**src/rtl/lbp_stream.sv**
```systemverilog
// lbp_stream: streaming RGB -> gray -> 3x3 LBP engine, one pixel per clock.
// Fetches an IMG_W x IMG_H frame in raster order from host RGB memory and
// writes every gray pixel plus the LBP code of each interior pixel.
// LBP uses two line buffers and a 3x3 window; no full-frame gray memory.
// Optional build macro GRAY_WEIGHTED_EN: luma-weighted gray conversion
// with one extra pipeline stage (default build: plain /3 average).
module lbp_stream #(
    parameter int IMG_W  = 128,
    parameter int IMG_H  = 128,
    parameter int ADDR_W = 14,
    parameter int PIX_W  = 8
) (
    input  logic                 clk,
    input  logic                 reset_n,
    input  logic                 RGB_ready,
    output logic [ADDR_W-1:0]    RGB_addr,
    output logic                 RGB_req,
    input  logic [3*PIX_W-1:0]   RGB_data,
    output logic [ADDR_W-1:0]    gray_addr,
    output logic                 gray_valid,
    output logic [PIX_W-1:0]     gray_data,
    output logic [ADDR_W-1:0]    lbp_addr,
    output logic                 lbp_valid,
    output logic [7:0]           lbp_data,
    output logic                 finish
);

    localparam int CW = $clog2(IMG_W);
    localparam int RW = $clog2(IMG_H);
    localparam logic [ADDR_W-1:0] LAST_ADDR = ADDR_W'(IMG_W * IMG_H - 1);
    localparam logic [ADDR_W-1:0] LBP_OFS   = ADDR_W'(IMG_W + 1);
`ifdef GRAY_WEIGHTED_EN
    localparam int DRAIN_LEN = 3;
    localparam int WW        = 16 + PIX_W;
`else
    localparam int DRAIN_LEN = 2;
`endif

    typedef enum logic [1:0] {
        IDLE,
        RUN,
        DRAIN,
        DONE
    } state_t;

    state_t              state;
    logic [1:0]          drain_cnt;
    logic [ADDR_W-1:0]   req_k;

    // read-return pipeline
    logic                rd_v;
    logic [ADDR_W-1:0]   rd_addr;
    logic [PIX_W-1:0]    conv_gray;

    // pixel entering the gray/LBP stage
    logic                px_v;
    logic [ADDR_W-1:0]   px_addr;
    logic [PIX_W-1:0]    px_gray;

    // raster position of the pixel entering the gray/LBP stage
    logic [CW-1:0]       col;
    logic [RW-1:0]       row;

    // line buffers: lb0 holds the previous row, lb1 the one before it
    logic [PIX_W-1:0]    lb0 [IMG_W];
    logic [PIX_W-1:0]    lb1 [IMG_W];

    // window columns c-2 (x0) and c-1 (x1); t/m/b = rows r-2, r-1, r
    logic [PIX_W-1:0]    wt0, wm0, wb0, wt1, wm1, wb1;
    logic [PIX_W-1:0]    top_n, mid_n;
    logic [7:0]          code;
    logic                fire;

    // Requests are gated combinationally by RGB_ready so a stall takes effect the same cycle
    assign RGB_req  = (state == RUN) && RGB_ready;
    assign RGB_addr = req_k;

    // Frame sequencer: request counter, drain timing and finish pulse
    always_ff @(posedge clk or negedge reset_n) begin
        if (!reset_n) begin
            state     <= IDLE;
            req_k     <= '0;
            drain_cnt <= '0;
            finish    <= 1'b0;
        end else begin
            finish <= 1'b0;
            case (state)
                IDLE: begin
                    if (RGB_ready) begin
                        state <= RUN;
                        req_k <= '0;
                    end
                end
                RUN: begin
                    if (RGB_ready) begin
                        if (req_k == LAST_ADDR) begin
                            state     <= DRAIN;
                            drain_cnt <= '0;
                        end else begin
                            req_k <= req_k + 1'b1;
                        end
                    end
                end
                DRAIN: begin
                    if (drain_cnt == 2'(DRAIN_LEN - 1)) begin
                        state  <= DONE;
                        finish <= 1'b1;
                    end else begin
                        drain_cnt <= drain_cnt + 1'b1;
                    end
                end
                DONE: state <= IDLE;
                default: state <= IDLE;
            endcase
        end
    end

    // Track which cycle carries returned RGB data and its address
    always_ff @(posedge clk or negedge reset_n) begin
        if (!reset_n) begin
            rd_v    <= 1'b0;
            rd_addr <= '0;
        end else begin
            rd_v <= RGB_req;
            if (RGB_req) rd_addr <= RGB_addr;
        end
    end

`ifdef GRAY_WEIGHTED_EN
    logic [WW-1:0]     wsum;
    logic              s_v;
    logic [ADDR_W-1:0] s_addr;
    logic [PIX_W-1:0]  s_gray;

    // Weighted luma; the 256 total weight makes >>8 a normalised average
    always_comb begin
        wsum = WW'(77)  * WW'(RGB_data[3*PIX_W-1:2*PIX_W])
             + WW'(150) * WW'(RGB_data[2*PIX_W-1:PIX_W])
             + WW'(29)  * WW'(RGB_data[PIX_W-1:0]);
        conv_gray = PIX_W'(wsum >> 8);
    end

    // Extra stage isolating the multiply-add from the window logic
    always_ff @(posedge clk or negedge reset_n) begin
        if (!reset_n) begin
            s_v    <= 1'b0;
            s_addr <= '0;
            s_gray <= '0;
        end else begin
            s_v <= rd_v;
            if (rd_v) begin
                s_addr <= rd_addr;
                s_gray <= conv_gray;
            end
        end
    end

    // Stage input taken from the extra register
    always_comb begin
        px_v    = s_v;
        px_addr = s_addr;
        px_gray = s_gray;
    end
`else
    logic [PIX_W+1:0] sum3;

    // Plain average; PIX_W+2 bits hold the sum of three channels
    always_comb begin
        sum3 = (PIX_W+2)'(RGB_data[3*PIX_W-1:2*PIX_W])
             + (PIX_W+2)'(RGB_data[2*PIX_W-1:PIX_W])
             + (PIX_W+2)'(RGB_data[PIX_W-1:0]);
        conv_gray = PIX_W'(sum3 / (PIX_W+2)'(3));
    end

    // Stage input taken straight from the returning data
    always_comb begin
        px_v    = rd_v;
        px_addr = rd_addr;
        px_gray = conv_gray;
    end
`endif

    // Raster position of the incoming gray pixel, restarted for every frame
    always_ff @(posedge clk or negedge reset_n) begin
        if (!reset_n) begin
            col <= '0;
            row <= '0;
        end else if (state == IDLE) begin
            col <= '0;
            row <= '0;
        end else if (px_v) begin
            if (col == CW'(IMG_W - 1)) begin
                col <= '0;
                row <= row + 1'b1;
            end else begin
                col <= col + 1'b1;
            end
        end
    end

    // Line buffers and window shift; contents are don't-care until rows/cols 0..1 of this frame are in
    always_ff @(posedge clk) begin
        if (px_v) begin
            lb1[col] <= lb0[col];
            lb0[col] <= px_gray;
            wt0      <= wt1;
            wm0      <= wm1;
            wb0      <= wb1;
            wt1      <= top_n;
            wm1      <= mid_n;
            wb1      <= px_gray;
        end
    end

    // LBP code of centre (r-1,c-1), compared against the window plus the incoming column
    always_comb begin
        top_n   = lb1[col];
        mid_n   = lb0[col];
        code[0] = wt0     >= wm1;
        code[1] = wt1     >= wm1;
        code[2] = top_n   >= wm1;
        code[3] = wm0     >= wm1;
        code[4] = mid_n   >= wm1;
        code[5] = wb0     >= wm1;
        code[6] = wb1     >= wm1;
        code[7] = px_gray >= wm1;
        // col>=2 keeps the window inside one row, so no wrap across rows
        fire    = px_v && (row >= RW'(2)) && (col >= CW'(2));
    end

    // Registered gray and LBP write ports; data holds between strobes
    always_ff @(posedge clk or negedge reset_n) begin
        if (!reset_n) begin
            gray_valid <= 1'b0;
            gray_addr  <= '0;
            gray_data  <= '0;
            lbp_valid  <= 1'b0;
            lbp_addr   <= '0;
            lbp_data   <= '0;
        end else begin
            gray_valid <= px_v;
            if (px_v) begin
                gray_addr <= px_addr;
                gray_data <= px_gray;
            end
            lbp_valid <= fire;
            if (fire) begin
                lbp_addr <= px_addr - LBP_OFS;
                lbp_data <= code;
            end
        end
    end

endmodule

```
**config.mk**
```make
export PLATFORM = sky130hd
export DESIGN_NAME = lbp_stream
export DESIGN_NICKNAME = d
export VERILOG_FILES = /design/src/rtl/lbp_stream.sv
export SDC_FILE = /design/constraint.sdc
export NUM_CORES = 2
export LEC_CHECK = 0
export ABC_AREA = 1
export BUFFER_PORTS_ARGS = -buffer_cell sky130_fd_sc_hd__buf_2
export CORE_ASPECT_RATIO = 1.5
export CORE_UTILIZATION = 46
export CTS_BUF_LIST = sky130_fd_sc_hd__clkbuf_8 sky130_fd_sc_hd__clkbuf_16
export DETAILED_ROUTE_END_ITERATION = 16
export PLACE_DENSITY_LB_ADDON = 0.3
export SLEW_MARGIN = 20
export SYNTH_ARGS = -nofsm -noshare
export SYNTH_HDL_FRONTEND = slang
export SYNTH_SLANG_ARGS = --single-unit
```
**constraint.sdc**
```tcl
create_clock -name clk -period 12.6 [get_ports clk]
set_input_delay 1.26 -clock clk [delete_from_list [all_inputs] [get_ports clk]]
set_output_delay 1.26 -clock clk [all_outputs]
set_load 0.01 [all_outputs]
```
# == After elaboration in Yosys (flattened, before gate mapping) ==
# Memory sizes are Yosys's and may differ from the RTL's.
# Index checks and enable logic that the tools add are counted.
# classes
n_lt_le_gt_ge,10
n_addsub,7
eq_ne,12
reduce_logical,12
muxes,23
div,1
# ops
cell,n
greater-or-equal comparator 8 bit,8
two-way mux 14 bit,3
two-way mux 7 bit,6
case mux 14 bit (2 select lines),1
"adder 14 x 1 -> 14 bit, second input constant",1
"adder 7 x 1 -> 7 bit, second input constant",2
"equality test 14 bit, second input constant",1
"greater-or-equal comparator 7 x 2 -> 1 bit, second input constant",2
two-way mux 2 bit,7
"subtractor 14 x 8 -> 14 bit, second input constant",1
AND reduction 4 bit,3
adder 9 x 8 -> 10 bit,1
"divider 10 x 2 -> 10 bit, second input constant",1
"!= test 2 bit, second input constant",5
adder 8 x 8 -> 9 bit,1
case mux 2 bit (4 select lines),1
nonzero test 2 bit,4
"equality test 7 bit, second input constant",1
"equality test 2 x 1 -> 1 bit, second input constant",2
"equality test 2 bit, second input constant",2
two-way mux 1 bit,4
case mux 2 bit (2 select lines),1
logical AND 1 bit,3
"adder 2 x 1 -> 2 bit, second input constant",1
3 further kinds,3
# totals
elab_cells,87
ramBits,2048
input_bits,27
output_inout_bits,62
ff_bits,142
memories,2
# memory_table
name,depth,width,rd,rd_clocked_by_memory_dff,wr,line,text
lb0,128,8,1,0,1,65,logic [PIX_W-1:0] lb0 [IMG_W];
lb1,128,8,1,0,1,66,logic [PIX_W-1:0] lb1 [IMG_W];

# == Logic depth before layout (Yosys ltp) ==
# depth
word_depth,4
mapped_depth,46

# == Worst setup path before layout ==
# Ideal clock, no wire load.
# synth_timing
path_kind,input -> register
startpoint,input RGB_data[1]
endpoint,register lbp_data[7]
path_stages,45
path_slack_ps,-771
n_path_buf,0
arrival_ps,13245
t_required_ps,12474
setup_ps,126
cell_sequence,inv_1 -> fa_1 -> inv_1 -> ha_1 -> fa_1 -> nand3_1 -> nand3_1 -> nand2_1 -> nor2_1 -> nor2_1 -> nand3_1 -> nand2_2 -> nand2_4 -> nand2_4 -> nand2_2 -> nand3_4 -> nand2_2 -> nand2_2 -> (+9 left out) -> nand2_1 -> inv_1 -> ha_1 -> a21oi_2 -> nand2_2 -> a21oi_1 -> nand3_2 -> inv_1 -> ha_1 -> inv_1 -> a21boi_0 -> o21a_1 -> o21a_1 -> o21a_1 -> o21a_1 -> o21a_1 -> o21ai_0 -> a21oi_1
# synth_via
elab_chain_cells,3
# synth_lines
item,line,text
start: declaration,18,"input logic [3*PIX_W-1:0] RGB_data,"
adder 9 x 8 -> 10 bit,171,+ (PIX_W+2)'(RGB_data[PIX_W-1:0]);
divider 10 x 2 -> 10 bit,172,conv_gray = PIX_W'(sum3 / (PIX_W+2)'(3));
via conv_gray[6],53,logic [PIX_W-1:0] conv_gray;
greater-or-equal comparator 8 bit,226,code[7] = px_gray >= wm1;
end signal: assignment,249,lbp_data <= code;
end: declaration,24,"output logic [7:0] lbp_data,"
# The timed path passes the listed nets, and every way through them passes these cells.
# A chain may end at the register's enable or synchronous reset.

# == Final worst setup path ==
# Same ends and word-level chain as after synthesis.

==> results.md <==
- Final nets: about 5500
- Hold WC Path Type: flip-flop to flip-flop
- Area after DPL: 0.0872 mm2
- Via-to-Cell Ratio: 6.15
- GRT Total Usage: 25.6%
- CP Class: input port to flip-flop
- Post-synthesis cell area: ~0.083 mm2
- Maximum VDD drop: 0.000370 V
- Share of layout cells above drive strength 1: 11.7%
- Filler cells: about 14000
- Final slew viol count: 0
- Largest net degree at the start of global routing: 105
- First-pass GRT wire length: 337000 um
- Crit-path most repeated cell: nand2_4
- Power Density: 228 mW/mm2
- Synth top area cells: edfxtp_1 (76%), nand2_1 (3.6%), dfrtp_1 (2.8%), a221oi_1 (2.7%), a22oi_1 (2.7%)
- Cell accounting for the most synthesized area: edfxtp_1
- Max Cap Viol: 0
- DRT antenna net count: 0
- Hold path startpoint: wm1[1]$_DFFE_PP_
- Worst-case clock buffer depth: 4
- Sequential area share after synthesis: 79.0%
- Skew-Pair Late Insertion Delay: 0.84 ns
- Antenna violations before repair: 4
- Post-CTS Setup Bufs: 0
- Max Freq: 105 MHz
- Area delta synth->final: 12.9%
- Status: completed
- Layout Cell Area excl Fill: 0.0934 mm2
- Synth Warn #: 0
- Die height: 521 um
- Tmin final: 9.50 ns
- Setup Viol. Count Final: 0
- Worst reg2reg startpoint: col[2]$_DFFE_PN0P_
- Asr flop ratio synth: about 4.3%
- WL final: 236000 um
- Final-report hold violation count: 0
- CTS tree: yes
- Leakage: 30.8 nW
- Util after Layout: 52.3%
- Wirelength per Cell: 29.5 um
- CTS Hold Buffers Added: 0
- Area taken by multi-input logic gates: 0.0160 mm2
- Clk network pwr share: 27.3%
- Worst reg2reg endpoint: lbp_data[4]$_DFFE_PN0P_
- Largest stage delay on the critical path: 0.62 ns
- # port buffers: 88
- Htree depth: 4
- Net count after synthesis: 5300
- Internal: 14.5 mW
- Clock transition at path regs: about 0.07 ns
- Commonest non-fill, non-tap cell in the layout: edfxtp_1
- Total power: 21.3 mW
- Slew HR: 21.3%
- DIE AREA: between 0.15 and 0.2 mm2
- DIE WIDTH: about 350 um
- Core ar.: between 0.15 and 0.2 mm2
- Fin Setup TNS: 0 ns
- # DRC: 0
- Psw: 6.85 mW
- Starting DRT DRC Count: about 5300
- Register share of total power: 48.4%
- Critical Path Fanout Max: 68
- IO Pins: 89
- Vias: 49100
- CP Capture Type: flip-flop
- # resized after CTS: 0
- Cells after Synth: 5182
- CTS buffer count: 196
- Gr ovfl total: 0
- R2R depth: 15
- Top FF cell, synth: edfxtp_1
- Initial Util: 46.3%
- Worst Tran Pin Value: about 1.2 ns
- Post-DP HPWL: between 100000 and 150000 um
- CTS Sinks: between 2000 and 2500
- Syn Area/Cell: ~16 um2
- Storage element area: 0.0653 mm2
- Hold Crit Depth: 0
- CTS root buf: clkbuf_16
- Placed Cells: 7626
- Switching share of power: 32.1%
- RSZ-0062 raised after global routing: false
- FF+latch count, synth: about 2200
- CP Data Required Time: 13.31 ns
- Vias in the first global route: 47700
- Startpoint types: input port
- Crit path buffers/inverters: 6
- Share of the synthesized area in the top cell type: 76.1%
- Finished Layout Cells: 7982
- Cell family with most CP delay: simple AND/OR/NAND/NOR gates
- Leading cell types in the layout, fill and taps excluded: edfxtp_1 (2096), nand2_1 (801), a22oi_1 (297)
- FF-to-FF setup slack: 6.28 ns
- Global placement routability congestion: 0.912
- Number of synthesized flops with an enable pin: 2096
- Worst Hold End: wm0[1]$_DFFE_PP_
- Pre-antenna DRT Iters: 6
- Post-synth cell types: 49
- Clk_skew: 0.0557 ns
- Comb power frac: around a quarter
- Row count: 190
- Crit path arrival time: 10.21 ns
- Part of the cycle the worst path needs: approximately three quarters
- Worst path slowest cell: nand2_4
[cell usage after synthesis (59+ instances only)]
master    number
a21oi_1       64
a221oi_1     257
a22o_1       252
a22oi_1      297
buf_1         59
clkbuf_1     209
dfrtp_1       94
edfxtp_1    2096
ha_1          82
inv_1        153
nand2_1      803
nand4_1      245
nor2_1       212
o21ai_0       91
[per-layer routing]
layer  up-vias  global-route usage, %  wire length (um)
li1      20900                      -                 -
met1     25100                   32.1             85700
met2      2536                   43.6            117000
met3       553                   3.13             18500
met4         0                   13.6             14400
met5         -                      0                 0
[sequential cells by signal, indices dropped and copies added (netlist names), 14 cells and up]
signal and cells:
RGB_addr 14, px_addr 14, lb0 1024, lbp_addr 14
gray_addr 14, lb1 1024
[layout make-up]
class | count | area share, %
repair buffers | 316 | 2.47
diodes | 3 | 0.00804
multi-input cells | 2563 | 17.2
clock inverters | 149 | 1.16
flip-flops and latches | 2190 | 69.9
clock buffers | 203 | 5.41
well taps | 2400 | 3.22
inverters | 158 | 0.635
[per-stage QoR]
stage	hold WS [ns]	setup slack [ns]
5_1_grt	0.452	2.38
3_5_place_dp	0.433	2.14
3_3_place_gp	0.429	2.48
4_1_cts	0.445	3.01
6_report	0.443	3.10
2_1_floorplan	0.426	0.275
[how the worst max path moves through the flow]
| stage | startpoint | endpoint | slack, ns | cells after the start |
|---|---|---|---|---|
| after floorplan | RGB_data[1] | lbp_data[7]$_DFFE_PN0P_ | 0.27 | 45 |
| after detailed placement | RGB_data[1] | lbp_data[7]$_DFFE_PN0P_ | 2.14 | 46 |
| after CTS | RGB_data[1] | lbp_data[7]$_DFFE_PN0P_ | 3.01 | 46 |
| final | RGB_data[1] | lbp_data[7]$_DFFE_PN0P_ | 3.10 | 46 |
| after global placement | RGB_data[1] | lbp_data[7]$_DFFE_PN0P_ | 2.48 | 46 |
| after global routing | RGB_data[1] | lbp_data[7]$_DFFE_PN0P_ | 2.38 | 46 |
[cell families (layout without fill, tap and decap cells)]
kind of cell / Yosys count / count (layout) / share of synthesized area [%]
flops: 2190 / 2190 / 79.0
simple gates: 1377 / 1377 / 7.34
compound gates: 1083 / 1083 / 10.2
buf+inv: 429 / 826 / 1.95
fa+ha+maj: 91 / 91 / 1.46
xor+xnor: 12 / 12 / 0.127
other cells: 0 / 3 / 0
[power groups by stage]
stage                     logic (mW)  clock network, mW  registers, mW
after CTS                       5.18               5.86           10.3
after global placement          5.04                  0           10.5
final                           5.19               5.81           10.3
after floorplan                 2.62                  0           10.7
after detailed placement        5.17                  0           10.5
after global routing            5.51               6.11           10.3
No activity file was read; power rests on OpenSTA's default activity.
